==> config.mk <==
export PLATFORM = sky130hd
export DESIGN_NAME = page_drain_ctrl
export DESIGN_NICKNAME = d
export VERILOG_FILES = /design/src/rtl/page_drain_ctrl.sv
export SDC_FILE = /design/constraint.sdc
export NUM_CORES = 1
export LEC_CHECK = 0
export ABC_CLOCK_PERIOD_IN_PS = 3330
export BUFFER_PORTS_ARGS = -buffer_cell sky130_fd_sc_hd__buf_2
export CAP_MARGIN = 15
export CORE_MARGIN = 10
export CORE_UTILIZATION = 30
export CTS_BUF_LIST = sky130_fd_sc_hd__clkbuf_8
export DETAILED_ROUTE_END_ITERATION = 16
export HOLD_SLACK_MARGIN = 0.06
export MAX_ROUTING_LAYER = met4
export PLACE_DENSITY = 0.49
export SLEW_MARGIN = 20
export SYNTH_ARGS = -nofsm -noshare
export SYNTH_HDL_FRONTEND = slang
export SYNTH_SLANG_ARGS = --single-unit
==> constraint.sdc <==
create_clock -name i_clk -period 3.33 [get_ports i_clk]
set_clock_uncertainty 0.05 [all_clocks]
set_input_delay 0.8325 -clock i_clk [delete_from_list [all_inputs] [get_ports i_clk]]
set_output_delay 0.8325 -clock i_clk [all_outputs]
set_load 0.02 [all_outputs]
==> src/rtl/page_drain_ctrl.sv <==
// Page-completion controller: follows one page from first token to cleaner hand-off and raises
// page_finish once the token FIFO, parsers and RAM banks have stayed empty for a full drain window.
module page_drain_ctrl #(
  parameter int NUM_PARSER   = 6,
  parameter int NUM_RAM      = 16,
  parameter int DRAIN_CYCLES = 16,
  parameter int TIMEOUT_W    = 20
) (
  input  logic                  i_clk,
  input  logic                  i_rst_n,
  input  logic                  i_tf_empty,
  input  logic [NUM_PARSER-1:0] i_ps_empty,
  input  logic [NUM_RAM-1:0]    i_ram_empty,
  input  logic                  i_page_input_finish,
  input  logic                  i_cl_finish,
  output logic                  o_page_finish,
  output logic                  o_busy,
  output logic [15:0]           o_page_done_cnt,
  output logic                  o_timeout_err
);

  localparam int DW = (DRAIN_CYCLES < 2) ? 1 : $clog2(DRAIN_CYCLES + 1);
  localparam logic [DW-1:0]        DRAIN_MAX = DW'(DRAIN_CYCLES);
  localparam logic [TIMEOUT_W-1:0] WD_MAX    = '1;

  typedef enum logic [2:0] {
    S_IDLE  = 3'd0,
    S_RUN   = 3'd1,
    S_DRAIN = 3'd2,
    S_FLUSH = 3'd3,
    S_DONE  = 3'd4
  } state_t;

  state_t                 r_state;
  state_t                 w_state_nxt;
  logic                   r_all_empty;
  logic [DW-1:0]          r_drain_cnt;
  logic                   r_in_fin;
  logic [TIMEOUT_W-1:0]   r_wd_cnt;
  logic                   r_to_skip;
  logic                   r_page_finish;
  logic                   r_timeout_err;
  logic [15:0]            r_page_done_cnt;
  logic                   w_wd_expired;
  logic                   w_drain_done;
  logic                   w_to_fire;
  logic                   w_run_entry;

  assign w_wd_expired = (r_wd_cnt == WD_MAX);
  assign w_drain_done = (r_drain_cnt == DRAIN_MAX) & r_all_empty & i_tf_empty;
  assign w_run_entry  = (r_state == S_IDLE) & (w_state_nxt == S_RUN);

  always_comb begin
    w_state_nxt = r_state;
    w_to_fire   = 1'b0;
    case (r_state)
      S_IDLE: begin
        if (!i_tf_empty || r_in_fin || i_page_input_finish) w_state_nxt = S_RUN;
      end
      S_RUN: begin
        if (r_in_fin && i_tf_empty) w_state_nxt = S_DRAIN;
      end
      S_DRAIN: begin
        if (w_wd_expired) begin
          w_state_nxt = S_DONE;
          w_to_fire   = 1'b1;
        end else if (w_drain_done) begin
          w_state_nxt = S_FLUSH;
        end
      end
      S_FLUSH: begin
        // A cleaner hand-off in the same cycle as the watchdog still counts as a good page.
        if (i_cl_finish) begin
          w_state_nxt = S_DONE;
        end else if (w_wd_expired) begin
          w_state_nxt = S_DONE;
          w_to_fire   = 1'b1;
        end
      end
      S_DONE:  w_state_nxt = S_IDLE;
      default: w_state_nxt = S_IDLE;
    endcase
  end

  always_ff @(posedge i_clk or negedge i_rst_n) begin
    if (!i_rst_n) begin
      r_state         <= S_IDLE;
      r_all_empty     <= 1'b0;
      r_drain_cnt     <= '0;
      r_in_fin        <= 1'b0;
      r_wd_cnt        <= '0;
      r_to_skip       <= 1'b0;
      r_page_finish   <= 1'b0;
      r_timeout_err   <= 1'b0;
      r_page_done_cnt <= '0;
    end else begin
      r_state     <= w_state_nxt;
      r_all_empty <= (&i_ps_empty) & (&i_ram_empty) & i_tf_empty;

      if (!r_all_empty)                 r_drain_cnt <= '0;
      else if (r_drain_cnt != DRAIN_MAX) r_drain_cnt <= r_drain_cnt + 1'b1;

      // Set wins over the DONE clear so a pulse landing in DONE carries into the next page.
      r_in_fin <= i_page_input_finish | (r_in_fin & (r_state != S_DONE));

      if (w_run_entry)
        r_wd_cnt <= '0;
      else if (((r_state == S_DRAIN) || (r_state == S_FLUSH)) && !w_wd_expired)
        r_wd_cnt <= r_wd_cnt + 1'b1;

      if (w_to_fire)               r_to_skip <= 1'b1;
      else if (r_state == S_DONE)  r_to_skip <= 1'b0;

      r_page_finish <= (w_state_nxt == S_FLUSH);

      if (w_to_fire) r_timeout_err <= 1'b1;

      if ((r_state == S_DONE) && !r_to_skip) r_page_done_cnt <= r_page_done_cnt + 16'd1;
    end
  end

  assign o_page_finish   = r_page_finish;
  assign o_busy          = (r_state != S_IDLE);
  assign o_page_done_cnt = r_page_done_cnt;
  assign o_timeout_err   = r_timeout_err;

endmodule

==> reports/metrics.yaml <==
status: "completed"
rsz0062_at_grt: "no"
clkLatencyLatePin_ps: 300
syn_nets: 273
grt_pass1_wl_um: 9650
critical_path_depth: 2
h-tree-depth: 2
fillers: 824
die_w_um: 111
crit_slowest_cell: "dfrtp_1"
period_share_pct: 69.4
slowest_delay_ps: 500
cts_resized: 0
reg2regPathDepth: 5
drcViolationCount: 0
power_w: 0.00154
synth-edff-count: 0
grt_util_all_layers_pct: 9.32
p_leak_nw: 1.35
synth_warnings: 0
layout_common_cells: "dfrtp_1 (49), buf_2 (45), xnor2_1 (23)"
hold_ws_ps: 396
syn_area_mm2: 0.00249
fp-row-count: 33
ioPinCount: 46
synth_top_cell_by_area: "dfrtp_1"
layout-drive-gt1-share_pct: 25.2
cp_data_required_time_ps: 2450
cts_root_buf: "clkbuf_8"
critPathMaxFanout: 9
die_y_um: 111
setup_viol: 0
dp_hpwl_um: 4240
wl_per_cell_um: 13.7
crit_path_end: "o_busy"
cp-startpoint: "r_state[0]"
end_kind: "output pin"
fin_util_pct: 36.6
cts_tree: "built"
rrSetupSlack_ps: 1260
grt.met3_usage_pct: 2.00
worst_pin_slew_ps: 758
final_hold_viol_count: 0
worst-path-buf-inv: 1
cp-start-kind: "flip-flop"
area_growth_pct: 19.5
synth_cell_types: 50
final_nets: 324
num_antenna_cells: 0
grt_pass1_vias: 1963
met2_usage_pct: 14.3
rr_startpoint: "r_state[0]"
viasPerCell: 4.74
ys_top_cells_by_area: "dfrtp_1 (49%), xnor2_1 (8.1%), nand2_1 (3.3%)"
min_period_ps: 2310
synth-seq-cells: 49
antenna_found_initial: 0
firstDrtPassIters: 4
ant_nets: 0
seq_area_frac_synth_pct: 49.2
synth_top_area_share_pct: 49.2
cap_violations: 0
post_cts.repair.setup_buffers: 0
path_cells: "or3_1, buf_2"
synth_top_flop_cell: "dfrtp_1"
max_freq_mhz: 433
die_area_mm2: 0.0124
relSlewSlack_pct: 49.1
async_reset_ff_share_pct: 100
synth_cells: 242
grtUsageMet1_pct: 12.1
layout.cells.non_filler: 399
clkSinkCount: 49
dpl.cell_count: 391
ir_drop_uv: 190
synth.avg_cell_area_um2: 10.3
setup.worst_path.class: "flip-flop to output pin"
drtIter0Drc: 53
slew_viol_final: 0
hold_buffers: 0
grt_start_max_net_pins: 19
setup-tns-final_ps: 0
cpLargestDelayFamily: "flip-flops"
critPathArrivalTime_ps: 1430
clkTransAtPathRegs_ps: 90
busiest_layer: "met2"
cts_made_buffers: 5
gp_congestion: 0.753
start_util_pct: 30.6
core_mm2: 0.00813
io_buffers: 45
max-clock-path-buffers: 2
vias: 1890
wl_um: 5470
final_common_cell: "dfrtp_1"
overflow: 0
hp-class: "input port to async pin"
powerDensity_mw_per_mm2: 518
rr_endpoint: "o_page_done_cnt[15]"
==> Yosys cell counts, types with 2 or more instances <==
master and count:
dfrtp_1 49, xnor2_1 23, nand2_1 22, nor2_1 21
nand3_1 15, nand4_1 13, nor3_1 12, a21oi_1 8
o21ai_0 8, xor2_1 7, inv_1 6, and2_1 4
ha_1 4, nand2b_1 4, and3_1 3, nor4_1 3
or3_1 3, buf_2 2, mux2i_1 2, nor2_2 2
or4_4 2
==> where the power goes <==
group | leakage (nW) | switching, W | total, W | internal (W)
Clock | 0.0681 | 0.000202 | 0.000500 | 0.000298
Combinational | 0.608 | 0.000206 | 0.000318 | 0.000112
Sequential | 0.669 | 0.0000761 | 0.000723 | 0.000647
Total | 1.35 | 0.000484 | 0.00154 | 0.00106
==> how the worst min path moves through the flow <==
stage                        from              to  slack, ps  cells after the start
finish                    i_rst_n  r_drain_cnt[2]        400                      1
global route              i_rst_n  r_drain_cnt[2]        410                      1
CTS                       i_rst_n  r_drain_cnt[2]        410                      1
detailed placement  o_timeout_err   o_timeout_err        410                      1
global placement    o_timeout_err   o_timeout_err        400                      1
floorplan             r_wd_cnt[6]     r_wd_cnt[6]        430                      1
==> sequential cells by signal (all words and copies together), names as in the netlist <==
register,count
r_in_fin,1
o_page_done_cnt,16
r_to_skip,1
r_state,3
r_drain_cnt,5
r_all_empty,1
o_timeout_err,1
o_page_finish,1
r_wd_cnt,20
==> cell type report <==
class | count | area [um2] | area share, %
clock buffers | 5 | 68.8 | 2.31
clock inverters | 3 | 65.1 | 2.18
inverters | 6 | 22.5 | 0.756
multi-input cells | 183 | 1220 | 40.9
flip-flops and latches | 49 | 1230 | 41.2
well taps | 105 | 131 | 4.41
repair buffers | 48 | 248 | 8.32
==> logic make-up after synthesis <==
| kind of cell | Yosys count | synth area share, % |
|---|---|---|
| buf+inv | 10 | 1.96 |
| xor+xnor | 30 | 10.5 |
| fa+ha+maj | 4 | 2.01 |
| mux | 3 | 1.26 |
| flops | 49 | 49.2 |
| compound gates | 25 | 6.38 |
| simple gates | 121 | 28.7 |
==> routing by layer <==
metal  vias to the layer above  share of wire (%)
met5                         -                  0
met4                         0                1.1
met3                         6                3.3
met2                        23                 47
met1                       903                 49
li1                        958                  -
==> through the flow <==
step                area [um2]  setup slack (ps)
floorplan                 2490              1460
global placement          2850              1270
detailed placement        2850              1230
CTS                       2980              1010
global route              2980               959
finish                    2980              1020
No activity file was read; power rests on OpenSTA's default activity.
